File: config.mk
export PLATFORM = sky130hd
export DESIGN_NAME = parallel_in_port_flat
export DESIGN_NICKNAME = d
export VERILOG_FILES = /design/src/rtl/io_pkg.sv /design/src/rtl/parallel_in_port_if.sv /design/src/rtl/sync_ff.sv /design/src/rtl/parallel_in_port.sv /design/src/flat_wrapper.sv
export SDC_FILE = /design/constraint.sdc
export NUM_CORES = 1
export LEC_CHECK = 0
export ABC_AREA = 1
export CORE_MARGIN = 4
export CORE_UTILIZATION = 45
export CTS_CLUSTER_SIZE = 30
export DETAILED_ROUTE_END_ITERATION = 16
export PLACE_DENSITY = 0.84
export SLEW_MARGIN = 10
export SYNTH_ARGS = -nofsm -noshare
export SYNTH_HDL_FRONTEND = slang
export SYNTH_SLANG_ARGS = --single-unit
File: constraint.sdc
create_clock -name clk -period 3.1 [get_ports clk]
set_input_delay 0.465 -clock clk [delete_from_list [all_inputs] [get_ports clk]]
set_output_delay 0.465 -clock clk [all_outputs]
set_load 0.01 [all_outputs]
File: src/rtl/io_pkg.sv
// Shared definitions for the memory-mapped I/O ports: bus addresses,
// status-word layout and the strobe/acknowledge handshake states.
package io_pkg;

    localparam logic [7:0] IO_DATA_ADDR = 8'hFF;
    localparam logic [7:0] IO_STAT_ADDR = 8'hFE;

    localparam int STAT_FULL = 0;
    localparam int STAT_OVR  = 1;

    typedef enum logic {
        IDLE,
        WAIT_LOW
    } hs_state_e;

    // Status word as seen by the processor: flags at their fixed bit positions.
    function automatic logic [7:0] status_word(input logic ovr, input logic full);
        logic [7:0] w;
        w            = 8'h00;
        w[STAT_FULL] = full;
        w[STAT_OVR]  = ovr;
        return w;
    endfunction

endpackage

File: src/rtl/parallel_in_port_if.sv
// Processor read bus plus external-device handshake of the parallel input port.
// master = processor/device side, slave = the port itself.
interface parallel_in_port_if;

    logic       EN;
    logic [7:0] Address;
    logic [7:0] DataOut;
    logic [7:0] ExtData;
    logic       ExtStb;
    logic       ExtAck;
    logic       Ready;

    modport master (
        output EN, Address, ExtData, ExtStb,
        input  DataOut, ExtAck, Ready
    );

    modport slave (
        input  EN, Address, ExtData, ExtStb,
        output DataOut, ExtAck, Ready
    );

endinterface

File: src/rtl/sync_ff.sv
// N-stage single-bit synchronizer with async active-low clear.
// Reusable by any input port that samples an asynchronous strobe.
module sync_ff #(
    parameter int N = 2
) (
    input  logic clk,
    input  logic rst_n,
    input  logic d,
    output logic q
);

    logic [N-1:0] sync_q;
    logic [N-1:0] sync_d;

    // Shift the raw input in at the bottom of the chain.
    always_comb begin
        sync_d = {sync_q[N-2:0], d};
    end

    // Synchronizer chain, cleared on reset so no stale strobe survives.
    always_ff @(posedge clk or negedge rst_n) begin
        if (!rst_n) sync_q <= '0;
        else        sync_q <= sync_d;
    end

    assign q = sync_q[N-1];

endmodule

File: src/rtl/parallel_in_port.sv
// Memory-mapped 8-bit parallel input port. Captures a byte from an external
// device via a four-phase strobe/acknowledge handshake and lets the processor
// read the byte or a status word over the Address/EN bus.
module parallel_in_port
    import io_pkg::*;
#(
    parameter logic [7:0] DATA_ADDR   = IO_DATA_ADDR,
    parameter logic [7:0] STAT_ADDR   = IO_STAT_ADDR,
    parameter int         SYNC_STAGES = 2
) (
    input  logic clk,
    input  logic rst,
    parallel_in_port_if.slave bus
);

    logic       ss;
    logic       data_rd;
    logic       stat_rd;
    logic       hs_evt;
    logic       capture;

    hs_state_e  state_q, state_d;
    logic       ack_q,   ack_d;
    logic       full_q,  full_d;
    logic       ovr_q,   ovr_d;
    logic [7:0] data_q,  data_d;
    logic [7:0] dout_q,  dout_d;

    // The strobe is asynchronous; only its synchronized copy reaches the FSM.
    sync_ff #(.N(SYNC_STAGES)) u_stb_sync (
        .clk   (clk),
        .rst_n (rst),
        .d     (bus.ExtStb),
        .q     (ss)
    );

    assign data_rd = bus.EN && (bus.Address == DATA_ADDR);
    assign stat_rd = bus.EN && (bus.Address == STAT_ADDR);
    assign hs_evt  = (state_q == IDLE) && ss;
    // A data read on the same edge frees the slot, so the new byte is not an overrun.
    assign capture = hs_evt && (!full_q || data_rd);

    // Next-state: read mux first, then handshake events override the flags they touch.
    always_comb begin
        state_d = state_q;
        ack_d   = ack_q;
        full_d  = full_q;
        ovr_d   = ovr_q;
        data_d  = data_q;
        dout_d  = dout_q;

        if (data_rd) begin
            dout_d = data_q;
            full_d = 1'b0;
        end else if (stat_rd) begin
            dout_d = status_word(ovr_q, full_q);
            ovr_d  = 1'b0;
        end

        if (hs_evt) begin
            ack_d   = 1'b1;
            state_d = WAIT_LOW;
            if (capture) begin
                data_d = bus.ExtData;
                full_d = 1'b1;
            end else begin
                ovr_d  = 1'b1;
            end
        end else if ((state_q == WAIT_LOW) && !ss) begin
            ack_d   = 1'b0;
            state_d = IDLE;
        end
    end

    // All port state; reset abandons any handshake in progress.
    always_ff @(posedge clk or negedge rst) begin
        if (!rst) begin
            state_q <= IDLE;
            ack_q   <= 1'b0;
            full_q  <= 1'b0;
            ovr_q   <= 1'b0;
            data_q  <= 8'h00;
            dout_q  <= 8'h00;
        end else begin
            state_q <= state_d;
            ack_q   <= ack_d;
            full_q  <= full_d;
            ovr_q   <= ovr_d;
            data_q  <= data_d;
            dout_q  <= dout_d;
        end
    end

    assign bus.DataOut = dout_q;
    assign bus.ExtAck  = ack_q;
    assign bus.Ready   = full_q;

endmodule

File: src/flat_wrapper.sv
// flat-port wrapper written by rule: the top's interface ports become plain ports
module parallel_in_port_flat import io_pkg::*;
#(
    parameter logic [7:0] DATA_ADDR   = IO_DATA_ADDR,
    parameter logic [7:0] STAT_ADDR   = IO_STAT_ADDR,
    parameter int         SYNC_STAGES = 2
)
  (clk, rst, bus_EN, bus_Address, bus_ExtData, bus_ExtStb, bus_DataOut, bus_ExtAck, bus_Ready);
  parallel_in_port_if bus_i ();
  input  logic clk;
  input  logic rst;
  input wire logic [$bits(bus_i.EN)-1:0] bus_EN;
  input wire logic [$bits(bus_i.Address)-1:0] bus_Address;
  input wire logic [$bits(bus_i.ExtData)-1:0] bus_ExtData;
  input wire logic [$bits(bus_i.ExtStb)-1:0] bus_ExtStb;
  output wire logic [$bits(bus_i.DataOut)-1:0] bus_DataOut;
  output wire logic [$bits(bus_i.ExtAck)-1:0] bus_ExtAck;
  output wire logic [$bits(bus_i.Ready)-1:0] bus_Ready;
  assign bus_i.EN = bus_EN;
  assign bus_i.Address = bus_Address;
  assign bus_i.ExtData = bus_ExtData;
  assign bus_i.ExtStb = bus_ExtStb;
  assign bus_DataOut = bus_i.DataOut;
  assign bus_ExtAck = bus_i.ExtAck;
  assign bus_Ready = bus_i.Ready;
  parallel_in_port #(.DATA_ADDR(DATA_ADDR), .STAT_ADDR(STAT_ADDR), .SYNC_STAGES(SYNC_STAGES)) u_core (.clk(clk), .rst(rst), .bus(bus_i));
endmodule
==> metrics.txt <==
# TYPE chip_impl_metric gauge
chip_impl_metric{name="gpl.final_weighted_congestion",unit=""} 0.797
chip_impl_info{name="grt_setup_unrepaired",value="false"} 1
chip_impl_info{name="setup.worst_path.class",value="reg2out"} 1
chip_impl_metric{name="clock.fmax",unit="MHz"} 577
chip_impl_metric{name="post_synthesis_async_set_or_reset_flop_share",unit="%"} 100
chip_impl_info{name="ys_top_cells_by_area",value="dfrtp_1, nand2_1, nand3_1, o21ai_0, inv_1"} 1
chip_impl_metric{name="num-fill-cells",unit=""} 158
chip_impl_metric{name="number_of_enable_type_register_cells_in_the_synthesized_netlist",unit=""} 0
chip_impl_metric{name="worst_setup_timing_slack_at_the_placement_stage",unit="ns"} 1.21
chip_impl_info{name="critical-path-top-delay-family",value="buffers and inverters"} 1
chip_impl_metric{name="clock-sinks",unit=""} 21
chip_impl_metric{name="drc",unit=""} 0
chip_impl_metric{name="floorplan.rows",unit=""} 16
chip_impl_metric{name="post-place-cells",unit=""} 151
chip_impl_info{name="min_path_type",value="reg2reg"} 1
chip_impl_info{name="post-synth-top-count-cell",value="nand2_1"} 1
chip_impl_metric{name="antenna_left",unit=""} 0
chip_impl_metric{name="multi_input_comb_area",unit="µm²"} 323
chip_impl_metric{name="leakage",unit="nW"} 0.570
chip_impl_metric{name="floorplan.die.height",unit="µm"} 53.1
chip_impl_metric{name="synth.top_cell.area_share",unit="%"} 57.5
chip_impl_metric{name="finalHoldWorstSlack",unit="ns"} 0.377
chip_impl_metric{name="cts_max_level",unit=""} 1
chip_impl_metric{name="syn_inst",unit=""} 97
chip_impl_metric{name="chipWidth",unit="µm"} 53.1
chip_impl_metric{name="top_level_ports",unit=""} 30
chip_impl_info{name="post_synth_most_frequent_cells",value="nand2_1, dfrtp_1, nand3_1"} 1
chip_impl_metric{name="final_net_count",unit=""} 150
chip_impl_metric{name="via_density_per_instance",unit=""} 4.85
chip_impl_info{name="critical-path-slowest-cell",value="clkdlybuf4s50_1"} 1
chip_impl_metric{name="ctsResizeCount",unit=""} 0
chip_impl_metric{name="detailroute.via_count",unit=""} 751
chip_impl_metric{name="mappedNetlistArea",unit="µm²"} 915
chip_impl_metric{name="yosysWarnings",unit=""} 0
chip_impl_metric{name="post-route-worst-setup-slack",unit="ns"} 1.37
chip_impl_metric{name="globalRouteOverflowTotal",unit=""} 0
chip_impl_metric{name="actual_slew_at_the_worst_max_slew_pin",unit="ns"} 0.882
chip_impl_metric{name="ff_latch_area",unit="µm²"} 526
chip_impl_metric{name="largest_driver_fanout_on_the_critical_path",unit=""} 3
chip_impl_metric{name="antenna_found_initial",unit=""} 0
chip_impl_info{name="endpoint_kind",value="primary output"} 1
chip_impl_metric{name="wl",unit="mm"} 1.85
chip_impl_metric{name="report.final.hold_viol_count",unit=""} 0
chip_impl_metric{name="setup-violations-final",unit=""} 0
chip_impl_metric{name="cp_slowest_stage_delay",unit="ns"} 0.56
chip_impl_metric{name="coreArea",unit="mm²"} 0.00194
chip_impl_metric{name="detail_route.first_pass.iterations",unit=""} 4
chip_impl_metric{name="cp.buffers_inverters",unit=""} 1
chip_impl_info{name="critical_path.reg2reg.startpoint",value="u_core.bus.ExtAck$_DFFE_PN0P_"} 1
chip_impl_metric{name="grt_max_degree",unit=""} 22
chip_impl_metric{name="tns",unit="ns"} 0
chip_impl_info{name="crit_path_start_kind",value="flop"} 1
chip_impl_metric{name="hold_depth",unit=""} 0
chip_impl_metric{name="place_hpwl",unit="mm"} 1.46
chip_impl_info{name="timing.hold.worst.start",value="u_core.u_stb_sync.sync_q[0]$_DFF_PN0_"} 1
chip_impl_metric{name="dieArea",unit="mm²"} 0.00282
chip_impl_metric{name="power.density",unit="mW/mm²"} 434
chip_impl_metric{name="layout-drive-gt1-share",unit="%"} 10.2
chip_impl_metric{name="timing.critical_path.depth",unit=""} 1
chip_impl_info{name="status",value="finished clean"} 1
chip_impl_metric{name="clk_pin_slew",unit="ns"} 0.12
chip_impl_info{name="hold_worst_path_end",value="u_core.u_stb_sync.sync_q[1]$_DFF_PN0_"} 1
chip_impl_metric{name="syn_area_per_cell",unit="µm²"} 9.43
chip_impl_metric{name="cp_data_required_time",unit="ns"} 2.63
chip_impl_metric{name="antennaDiodeCount",unit=""} 0
chip_impl_metric{name="vdd_ir_drop_max",unit="mV"} 0.360
chip_impl_metric{name="cts_hold_buffers",unit=""} 0
chip_impl_metric{name="ff2ff_setup_slack",unit="ns"} 1.88
chip_impl_metric{name="synth.net_count",unit=""} 118
chip_impl_metric{name="post-cts-setup-buffers",unit=""} 0
chip_impl_metric{name="worst_clock_skew",unit="ns"} 0.00165
chip_impl_metric{name="fin_crit",unit="ns"} 1.73
chip_impl_info{name="path_cells",value="clkdlybuf4s50_1"} 1
chip_impl_metric{name="ys_seq_area_share",unit="%"} 57.5
chip_impl_metric{name="clk_latency",unit="ns"} 0.30
chip_impl_metric{name="yosys.cell_types.count",unit=""} 15
chip_impl_info{name="cts-root-buf",value="clkbuf_4"} 1
chip_impl_metric{name="grt_pass1_vias",unit=""} 724
chip_impl_metric{name="cts_made_buffers",unit=""} 3
chip_impl_metric{name="track_usage",unit="%"} 15.0
chip_impl_metric{name="drt_iter0_drc",unit=""} 20
chip_impl_metric{name="report.final.slew_viol_count",unit=""} 0
chip_impl_metric{name="clock_tree.buffer_depth",unit=""} 2
chip_impl_metric{name="drv.max_cap_violation_count",unit=""} 0
chip_impl_metric{name="depth_of_the_most_critical_reg_to_reg_path",unit=""} 5
chip_impl_metric{name="layoutNonFillerInstCount",unit=""} 155
chip_impl_metric{name="routedWlPerCell",unit="µm"} 11.9
chip_impl_metric{name="final_period_utilization",unit="%"} 55.9
chip_impl_info{name="tritoncts",value="built"} 1
chip_impl_metric{name="port_buffers",unit=""} 29
chip_impl_metric{name="grt_pass1_wl",unit="mm"} 3.06
chip_impl_info{name="yosys_most_used_dff",value="dfrtp_1"} 1
chip_impl_metric{name="timing.max_slew.rel_slack",unit="%"} 41.0
chip_impl_info{name="synth.largest_area_cell",value="dfrtp_1"} 1
chip_impl_metric{name="area_growth_syn_to_layout",unit="%"} 35.7
chip_impl_metric{name="ys_ff_latch",unit=""} 21
chip_impl_metric{name="worst-endpoint-arrival",unit="ns"} 1.27
chip_impl_metric{name="initial_core_utilization",unit="%"} 47.1
chip_impl_info{name="r2r-end",value="u_core.data_q[3]$_DFFE_PN0P_"} 1
[stage by stage]
step	area (µm²)	util, %	power, mW
after floorplan	915	-	0.361
after global placement	1210	62.5	0.407
after detailed placement	1210	62.5	0.411
after CTS	1240	63.9	0.538
after global routing	1240	63.9	0.568
final	1240	63.9	0.539
[layout make-up]
| cell class | count | area share (%) |
|---|---|---|
| inverters | 11 | 3.33 |
| repair buffers | 29 | 23.4 |
| multi-input cells | 63 | 26.0 |
| flip-flops and latches | 21 | 42.3 |
| well taps | 27 | 2.72 |
| clock buffers | 3 | 1.81 |
| clock inverters | 1 | 0.403 |
[how the worst max path moves through the flow]
stage / from / to
floorplan: bus_Address[1] / u_core.data_q[0]$_DFFE_PN0P_
global placement: bus_Address[2] / u_core.data_q[5]$_DFFE_PN0P_
global route: u_core.bus.Ready$_DFF_PN0_ / bus_Ready
CTS: u_core.bus.Ready$_DFF_PN0_ / bus_Ready
finish: u_core.bus.Ready$_DFF_PN0_ / bus_Ready
detailed placement: bus_Address[5] / u_core.data_q[5]$_DFFE_PN0P_
[per-layer routing]
| metal | vias to the layer above | track usage [%] | share of wire (%) |
|---|---|---|---|
| met1 | 348 | 19.0 | 42 |
| li1 | 375 | - | - |
| met2 | 23 | 24.4 | 51 |
| met3 | 5 | 2.54 | 4.9 |
| met4 | 0 | 7.66 | 1.6 |
| met5 | - | 0 | 0 |
[cells in the final DEF (no fill, tap or decap), types with 2 or more instances in the layout]
master,Yosys,layout
nand4_1,5,5
nand2_2,4,4
clkdlybuf4s50_1,0,29
nand3_1,11,11
o21ai_0,8,8
nor2_4,2,2
nand2_1,29,29
dfrtp_1,21,21
clkbuf_4,0,3
inv_1,10,10
[cell families after synthesis]
family	after synthesis	share of synthesized area [%]
simple gates	54	29.5
flops	21	57.5
buf+inv	13	7.25
compound gates	8	4.38
fa+ha+maj	1	1.37
[state kept, by name (all words and copies together), names as in the netlist]
signal / count
u_core.bus.DataOut: 8
u_core.data_q: 8
u_core.u_stb_sync.sync_q: 2
u_core.bus.ExtAck: 1
u_core.bus.Ready: 1
u_core.ovr_q: 1
[report_power, final]
part	total (mW)	switching, mW	leakage (nW)	internal [mW]
Clock	0.133	0.0845	0.0177	0.0482
Combinational	0.0990	0.0483	0.277	0.0507
Sequential	0.307	0.0132	0.275	0.294
(Power assumes the default switching activity.)
==> variant: new RTL, same flow settings <==
`SYNC_STAGES` is set to 2 in 2 places; all go to 4.
--- a/src/rtl/parallel_in_port.sv
+++ b/src/rtl/parallel_in_port.sv
@@ -8,3 +8,3 @@
     parameter logic [7:0] STAT_ADDR   = IO_STAT_ADDR,
-    parameter int         SYNC_STAGES = 2
+    parameter int         SYNC_STAGES = 4
 ) (
--- a/src/flat_wrapper.sv
+++ b/src/flat_wrapper.sv
@@ -5,3 +5,3 @@
     parameter logic [7:0] STAT_ADDR   = IO_STAT_ADDR,
-    parameter int         SYNC_STAGES = 2
+    parameter int         SYNC_STAGES = 4
 )
Formal check against the unedited RTL: not equivalent (Yosys sat finds a counterexample within 4 cycles, from zero or initial values and one cycle with rst low).
==> variant against the original RTL <==
Critical path depth did not move; sequential power rose by 8.5%; utilization rose by 0.52 points; critical path type unchanged; cell area rose by 3.9%; synthesized area rose by 5.5%; routed wire length rose by 6.9%; setup slack improved by 0.0088 ns; synthesized cell count rose by 2.1%; power rose by 5.4%; critical endpoint unchanged; sequential cell count rose by 2.
==> variant: results <==
[status]
outcome = completed

[final_layout]
fill_cells = 168
final_cell_count_no_fill = 157
drive_gt1_share_pct = 9.231
seq_area_share_pct = 44.62
clk_share_pct = 2.037
buf_share_pct = 22.50
fin_area_um2 = 1290
clock_buffers = 4

[critical_path]
r2r_end = u_core.data_q[7]

[power]
peakVddDrop_mv = 0.3011
p_leak_nw = 0.5906
power_frac_comb_pct = 17.9
p_per_area_nw_per_um2 = 439.8
p_int_uw = 422.0

[place]
dp_hpwl_um = 1594
dp_slack_ns = 1.214
place_congestion = 0.7225

[synth]
ys_seq_area_share_pct = 59.66
synth_fa_ha_area_share_pct = 1.297
synth_common_cells = nand2_1, dfrtp_1, nand3_1
synth_area_leaders = dfrtp_1, nand2_1, nand3_1, o21ai_0, inv_1
synth_fp_nets = 120
ys_seq_elements = 23

[routing]
drt_iter0_drc = 37
vias_per_cell = 4.949

[grt]
grt_pass1_vias = 734
## variant: cell count changes after synthesis, sizes merged
cell | before | now
dfrtp | 21 | 23
## variant: layer usage
metal  vias up  wire (um)  global-route usage, %
met5         -          0                      0
met4         0         26                  4.979
met3         4        129                  4.087
met2        29       1053                  28.69
met1       363        768                  18.69
li1        381          -                      -
## variant: how the worst min path moves through the flow
stage	startpoint	to	slack, ns
5_1_grt	u_core.u_stb_sync.sync_q[0]	u_core.u_stb_sync.sync_q[1]	0.37
3_3_place_gp	u_core.u_stb_sync.sync_q[2]	u_core.u_stb_sync.sync_q[3]	0.34
3_5_place_dp	u_core.u_stb_sync.sync_q[0]	u_core.u_stb_sync.sync_q[1]	0.34
4_1_cts	u_core.u_stb_sync.sync_q[0]	u_core.u_stb_sync.sync_q[1]	0.37
6_report	u_core.u_stb_sync.sync_q[0]	u_core.u_stb_sync.sync_q[1]	0.36
2_1_floorplan	rst	u_core.bus.DataOut[0]	0.17
